## src/rtl/lcd_mono_pic_writer.sv

```systemverilog
// Draws a 1-bit-per-pixel bitmap from a row ROM into an LCD window: issues the
// 2A/2B/2C window commands, then two RGB565 bytes per pixel, one byte per wr_done.
module lcd_mono_pic_writer #(
  parameter int unsigned START_X  = 0,
  parameter int unsigned START_Y  = 0,
  parameter int unsigned PIC_W    = 240,
  parameter int unsigned PIC_H    = 240,
  parameter logic [15:0] FG_COLOR = 16'hFFFF,
  parameter logic [15:0] BG_COLOR = 16'h0000
) (
  input  logic         sys_clk,
  input  logic         sys_rst_n,
  input  logic         show_pic_flag,
  input  logic         wr_done,
  input  logic [239:0] rom_q,
  output logic [8:0]   rom_addr,
  output logic [8:0]   show_pic_data,
  output logic         en_write_show_pic,
  output logic         busy,
  output logic         pic_done
);

  localparam logic [15:0] XS       = 16'(START_X);
  localparam logic [15:0] XE       = 16'(START_X + PIC_W - 1);
  localparam logic [15:0] YS       = 16'(START_Y);
  localparam logic [15:0] YE       = 16'(START_Y + PIC_H - 1);
  localparam logic [7:0]  COL_LAST = 8'(PIC_W - 1);
  localparam logic [8:0]  ROW_LAST = 9'(PIC_H - 1);
  localparam logic [3:0]  CMD_LAST = 4'd10;

  typedef enum logic [2:0] {IDLE, CMD, ROW_LD, PIX_HI, PIX_LO, DONE} state_t;

  state_t         state_q, state_d;
  logic           wait_q, wait_d;       // second phase of a state: waiting for wr_done / ROM
  logic [3:0]     cmd_idx_q, cmd_idx_d;
  logic [8:0]     row_q, row_d;
  logic [7:0]     col_q, col_d;
  logic [239:0]   row_reg_q, row_reg_d;
  logic [8:0]     rom_addr_d, data_d;
  logic           strobe_d, busy_d, done_d;
  logic [7:0]     bit_idx;
  logic [15:0]    colour;

  function automatic logic [8:0] cmd_byte(input logic [3:0] idx);
    case (idx)
      4'd0:    cmd_byte = {1'b0, 8'h2A};
      4'd1:    cmd_byte = {1'b1, XS[15:8]};
      4'd2:    cmd_byte = {1'b1, XS[7:0]};
      4'd3:    cmd_byte = {1'b1, XE[15:8]};
      4'd4:    cmd_byte = {1'b1, XE[7:0]};
      4'd5:    cmd_byte = {1'b0, 8'h2B};
      4'd6:    cmd_byte = {1'b1, YS[15:8]};
      4'd7:    cmd_byte = {1'b1, YS[7:0]};
      4'd8:    cmd_byte = {1'b1, YE[15:8]};
      4'd9:    cmd_byte = {1'b1, YE[7:0]};
      4'd10:   cmd_byte = {1'b0, 8'h2C};
      default: cmd_byte = 9'h000;
    endcase
  endfunction

  // Column 0 sits in the MSB of the ROM row.
  assign bit_idx = 8'd239 - col_q;
  assign colour  = row_reg_q[bit_idx] ? FG_COLOR : BG_COLOR;

  always_comb begin
    // NOTE: every signal gets a default first, so no path through the case can infer a latch.
    state_d    = state_q;
    wait_d     = wait_q;
    cmd_idx_d  = cmd_idx_q;
    row_d      = row_q;
    col_d      = col_q;
    row_reg_d  = row_reg_q;
    rom_addr_d = rom_addr;
    data_d     = show_pic_data;
    strobe_d   = 1'b0;
    busy_d     = busy;
    done_d     = 1'b0;

    case (state_q)
      IDLE: begin
        if (show_pic_flag) begin
          state_d   = CMD;
          busy_d    = 1'b1;
          wait_d    = 1'b0;
          cmd_idx_d = 4'd0;
        end
      end
      CMD: begin
        if (!wait_q) begin
          data_d   = cmd_byte(cmd_idx_q);
          strobe_d = 1'b1;
          wait_d   = 1'b1;
        end else if (wr_done) begin
          wait_d = 1'b0;
          if (cmd_idx_q == CMD_LAST) begin
            state_d = ROW_LD;
            row_d   = 9'd0;
            col_d   = 8'd0;
          end else begin
            cmd_idx_d = cmd_idx_q + 4'd1;
          end
        end
      end
      ROW_LD: begin
        if (!wait_q) begin
          rom_addr_d = row_q;
          wait_d     = 1'b1;
        end else begin
          row_reg_d = rom_q;
          wait_d    = 1'b0;
          state_d   = PIX_HI;
        end
      end
      PIX_HI: begin
        if (!wait_q) begin
          data_d   = {1'b1, colour[15:8]};
          strobe_d = 1'b1;
          wait_d   = 1'b1;
        end else if (wr_done) begin
          wait_d  = 1'b0;
          state_d = PIX_LO;
        end
      end
      PIX_LO: begin
        if (!wait_q) begin
          data_d   = {1'b1, colour[7:0]};
          strobe_d = 1'b1;
          wait_d   = 1'b1;
        end else if (wr_done) begin
          wait_d = 1'b0;
          if (col_q < COL_LAST) begin
            col_d   = col_q + 8'd1;
            state_d = PIX_HI;
          end else begin
            col_d = 8'd0;
            if (row_q < ROW_LAST) begin
              row_d   = row_q + 9'd1;
              state_d = ROW_LD;
            end else begin
              state_d = DONE;
              done_d  = 1'b1;
            end
          end
        end
      end
      DONE: begin
        busy_d  = 1'b0;
        state_d = IDLE;
      end
      default: state_d = IDLE;
    endcase
  end

  // NOTE: sequential state uses non-blocking assignments only; all next-state
  // logic lives in the always_comb above.
  always_ff @(posedge sys_clk or negedge sys_rst_n) begin
    if (!sys_rst_n) begin
      state_q           <= IDLE;
      wait_q            <= 1'b0;
      cmd_idx_q         <= 4'd0;
      row_q             <= 9'd0;
      col_q             <= 8'd0;
      row_reg_q         <= '0;
      rom_addr          <= 9'd0;
      show_pic_data     <= 9'd0;
      en_write_show_pic <= 1'b0;
      busy              <= 1'b0;
      pic_done          <= 1'b0;
    end else begin
      state_q           <= state_d;
      wait_q            <= wait_d;
      cmd_idx_q         <= cmd_idx_d;
      row_q             <= row_d;
      col_q             <= col_d;
      row_reg_q         <= row_reg_d;
      rom_addr          <= rom_addr_d;
      show_pic_data     <= data_d;
      en_write_show_pic <= strobe_d;
      busy              <= busy_d;
      pic_done          <= done_d;
    end
  end

endmodule

```

## config.mk

```make
export PLATFORM = sky130hd
export DESIGN_NAME = lcd_mono_pic_writer
export DESIGN_NICKNAME = d
export VERILOG_FILES = /design/src/rtl/lcd_mono_pic_writer.sv
export SDC_FILE = /design/constraint.sdc
export NUM_CORES = 1
export LEC_CHECK = 0
export CAP_MARGIN = 20
export CORE_ASPECT_RATIO = 0.75
export CORE_UTILIZATION = 45
export CTS_BUF_LIST = sky130_fd_sc_hd__clkbuf_8 sky130_fd_sc_hd__clkbuf_16
export CTS_CLUSTER_DIAMETER = 120
export DETAILED_ROUTE_END_ITERATION = 12
export GPL_TIMING_DRIVEN = 0
export PLACE_DENSITY = 0.68
export SLEW_MARGIN = 20
export SYNTH_ARGS = -nofsm -noshare
export SYNTH_HDL_FRONTEND = slang
export SYNTH_SLANG_ARGS = --single-unit
export TNS_END_PERCENT = 1
```

## constraint.sdc

```tcl
create_clock -name sys_clk -period 3.55 [get_ports sys_clk]
set_clock_uncertainty 0.2 [all_clocks]
set_input_delay 0.71 -clock sys_clk [delete_from_list [all_inputs] [get_ports sys_clk]]
set_output_delay 0.71 -clock sys_clk [all_outputs]
set_load 0.01 [all_outputs]
```

==> results.json <==
{
  "run_status": "finished clean",
  "cellLeakagePower_uw": 0.00712,
  "drtIter0Drc": 492,
  "std_cell_rows": 54,
  "tritoncts": "built",
  "rrSetupSlack_ns": 0.25,
  "antenna_found_initial": 5,
  "drt-pass1-iter-count": 4,
  "clock_tree.buffer_depth": 3,
  "via_per_inst": 5.50,
  "comb_power_share": 0.364,
  "gpl.final_weighted_congestion": 0.824,
  "asyncSetResetFlopFracSynth": 1.00,
  "post-route-drc-count": 0,
  "finalCoreUtilization": 0.600,
  "dieHeight_um": 151,
  "type_of_the_worst_min_delay_path": "reg -> reg",
  "worst_hold_path.endpoint": "row_reg_q[222]$_DFFE_PN0P_",
  "cts_buffers": 29,
  "timing.final.max_slew_violations": 0,
  "numClockSinks": 284,
  "pwr-share-seq": 0.418,
  "final_critical_path_setup_slack_ns": 0.253,
  "relSlewSlack": 0.446,
  "vias_after_detailed_routing": 9076,
  "postCtsSetupBuffers": 0,
  "power_frac_clock": 0.218,
  "maxClockFrequency_ghz": 0.303,
  "crit_chain": "buf_4, buf_2, mux4_2, mux2i_1, nor2_1, nor3_1, o311ai_1, a21oi_2, a221oi_2",
  "dieWidth_um": 201,
  "cell_internal_pwr_uw": 9250,
  "coreArea_sq_mm": 0.0291,
  "origin_of_the_critical_flop_to_flop_path": "col_q[1]$_DFFE_PN0P_",
  "irDropWorstVdd_mv": 0.434,
  "largest_net_degree_at_the_start_of_global_routing": 86,
  "final-setup-viol-count": 0,
  "path_max_fanout": 10,
  "flow.area_growth_from_synthesis_pct": 31.0,
  "final.period_utilization": 0.929,
  "syn_area_per_cell_sq_um": 14.2,
  "final_common_cell": "sky130_fd_sc_hd__dfrtp_1",
  "drtAntennaViolNets": 0,
  "ys_ff_latch": 284,
  "grt_usage": 0.245,
  "die-area_sq_mm": 0.0303,
  "hold-path-cell-count": 1,
  "first_global_vias": 9193,
  "global_route_wire_length_before_repair_mm": 55.8,
  "wire_length_reported_by_the_detailed_router_mm": 36.1,
  "critical-path-slowest-cell": "sky130_fd_sc_hd__dfrtp_1",
  "hold-worst-slack_ns": 0.297,
  "cpPeakStageDelay_ns": 0.47,
  "setup.worst_path.end_class": "register",
  "start_util": 0.458,
  "cts.reportedPaths.clkPinSlew_ns": 0.07,
  "layout_common_cells": "sky130_fd_sc_hd__dfrtp_1, sky130_fd_sc_hd__clkdlybuf4s50_1, sky130_fd_sc_hd__mux2_2, sky130_fd_sc_hd__mux4_2, sky130_fd_sc_hd__nand2_1",
  "worst_slew_pin_slew_ns": 0.828,
  "ctsResizeCount": 0,
  "grt-ovfl-total": 0,
  "mapped_area_sq_mm": 0.0133,
  "worst_setup_path_start_kind": "register",
  "critical_path_arrival_ns": 3.51,
  "finalSetupTns_ns": 0,
  "final_hold_viol_count": 0,
  "maxCapViolCount": 0,
  "regToRegEndpoint": "show_pic_data[0]$_DFFE_PN0P_",
  "seq_area_frac_synth": 0.533,
  "crit_required_ns": 3.77,
  "synth_warnings": 0,
  "cellPowerDensity_mw_per_mm2": 753,
  "sw_frac_of_total": 0.297,
  "placement.setup.worst_slack_ns": 0.298,
  "synth_ff_type": "sky130_fd_sc_hd__dfrtp_1",
  "timing_worst_setup_path_type": "reg -> reg",
  "cts_max_level": 1,
  "power.net_switching_uw": 3900,
  "min-delay-start": "row_reg_q[222]$_DFFE_PN0P_",
  "worst_skew_pair.late_latency_ns": 0.56,
  "post_cts_hold_buffer_count": 1,
  "io_buffers": 264,
  "layout_cells_sized_above_1": 0.317,
  "mappedNetlistNets": 1191,
  "root_buffer_cell": "sky130_fd_sc_hd__clkbuf_16",
  "num-nets-final": 1490,
  "synth.distinct_cells": 62,
  "finalCriticalPeriod_ns": 3.30,
  "synth_enable_flop_cells": 0,
  "routedWlPerCell_um": 21.9,
  "top_level_ports": 265,
  "count_of_mapped_cells_out_of_synthesis": 938,
  "grt_setup_unrepaired": "no",
  "timing.reg2reg.worst_path_depth": 9,
  "hpwl_mm": 26.6
}
[cells in the mapped netlist (3+ instances only)]
library cell	count	share of area
sky130_fd_sc_hd__mux2i_1	24	0.018
sky130_fd_sc_hd__a211oi_1	4	0.0023
sky130_fd_sc_hd__nor2_1	34	0.0096
sky130_fd_sc_hd__o221ai_1	3	0.0020
sky130_fd_sc_hd__inv_1	9	0.0025
sky130_fd_sc_hd__nor3_1	5	0.0019
sky130_fd_sc_hd__buf_6	3	0.0025
sky130_fd_sc_hd__mux4_1	7	0.014
sky130_fd_sc_hd__mux4_2	46	0.078
sky130_fd_sc_hd__buf_4	7	0.0039
sky130_fd_sc_hd__a22o_1	4	0.0026
sky130_fd_sc_hd__a21oi_1	21	0.0079
sky130_fd_sc_hd__o21ai_1	4	0.0015
sky130_fd_sc_hd__buf_2	31	0.012
sky130_fd_sc_hd__ha_1	9	0.0084
sky130_fd_sc_hd__nand2_1	36	0.010
sky130_fd_sc_hd__o31ai_1	7	0.0039
sky130_fd_sc_hd__a22oi_1	5	0.0028
sky130_fd_sc_hd__dfrtp_1	284	0.53
sky130_fd_sc_hd__nand2b_1	8	0.0038
sky130_fd_sc_hd__o21ai_0	29	0.011
sky130_fd_sc_hd__xor2_1	3	0.0020
sky130_fd_sc_hd__nand4_1	3	0.0014
sky130_fd_sc_hd__nor2b_1	4	0.0019
sky130_fd_sc_hd__mux2_2	251	0.21
sky130_fd_sc_hd__o22ai_1	3	0.0014
sky130_fd_sc_hd__a31oi_1	8	0.0038
sky130_fd_sc_hd__nand3_1	20	0.0075
sky130_fd_sc_hd__clkbuf_1	15	0.0042
sky130_fd_sc_hd__a211o_1	4	0.0026
sky130_fd_sc_hd__nand3b_1	3	0.0017
sky130_fd_sc_hd__and3_1	6	0.0028
[layer usage]
layer / vias up / wire, um / GRT usage
met5: - / 47 / 0
met4: 8 / 585 / 0.0481
met3: 53 / 2420 / 0.0620
met2: 277 / 15400 / 0.360
met1: 4623 / 17600 / 0.366
li1: 4115 / - / -
[area by class of cell]
class	instances	area [sq um]
timing repair buffer	268	2740
clock inverter	15	65.1
sequential	284	7110
clock buffer	36	822
antenna	1	2.50
inverter	11	41.3
fill	2307	11700
tap	392	490
multi-input combinational	583	5840
buffer	60	357
[worst max-delay path by stage]
stage | from | endpoint | slack, ns | cells after the start
final | col_q[1]$_DFFE_PN0P_ | show_pic_data[0]$_DFFE_PN0P_ | 0.25 | 9
after global routing | col_q[1]$_DFFE_PN0P_ | show_pic_data[0]$_DFFE_PN0P_ | 0.07 | 9
after CTS | col_q[1]$_DFFE_PN0P_ | show_pic_data[0]$_DFFE_PN0P_ | 0.27 | 9
after detailed placement | col_q[1]$_DFFE_PN0P_ | show_pic_data[0]$_DFFE_PN0P_ | 0.30 | 9
after global placement | sys_rst_n | row_reg_q[12]$_DFFE_PN0P_ | -11.06 | 1
after floorplan | col_q[0]$_DFFE_PN0P_ | show_pic_data[0]$_DFFE_PN0P_ | 1.19 | 9
[logic make-up (layout without fill, tap and decap cells)]
logic type                 count (synthesis)  in the layout  share of synthesized area
adders and majority gates                  9              9                    0.00845
buffers and inverters                     71            390                     0.0298
AOI/OAI and AO/OA                        114            114                     0.0583
other                                      0              1                          0
muxes                                    328            328                      0.321
DFF                                      284            284                      0.533
and+or+nand+nor                          128            128                     0.0464
xor gates and xnor gates                   4              4                    0.00263
[stage by stage]
stage | std cells | total power (uW) | cell area (sq um)
3_5_place_dp | 1597 | 10300 | 16600
2_1_floorplan | 938 | 8860 | 13300
3_3_place_gp | 1594 | 10200 | 16500
4_1_cts | 1649 | 13300 | 17500
5_1_grt | 1649 | 14000 | 17500
6_report | 1650 | 13200 | 17500
[worst max-delay path, delay by kind of cell, from the launching register on]
kind | cells | cell delay (ns)
compound gates | 3 | 0.76
buf+inv | 2 | 0.70
mux | 2 | 0.69
flops | 1 | 0.47
simple gates | 2 | 0.30
[sequential cells by signal (all words and copies together), names as in the netlist]
signal	flops
cmd_idx_q	4
show_pic_data	7
en_write_show_pic	1
rom_addr	9
col_q	8
row_reg_q	240
busy	1
pic_done	1
row_q	9
wait_q	1
state_q	3
[power groups by stage]
stage               clock, uW  combinational, uW  sequential, uW
floorplan                   0               3550            5300
global placement            0               4690            5520
detailed placement          0               4800            5550
CTS                      2940               4820            5500
global route             3060               5190            5700
finish                   2870               4780            5500
Power figures use the tool's default switching activity.
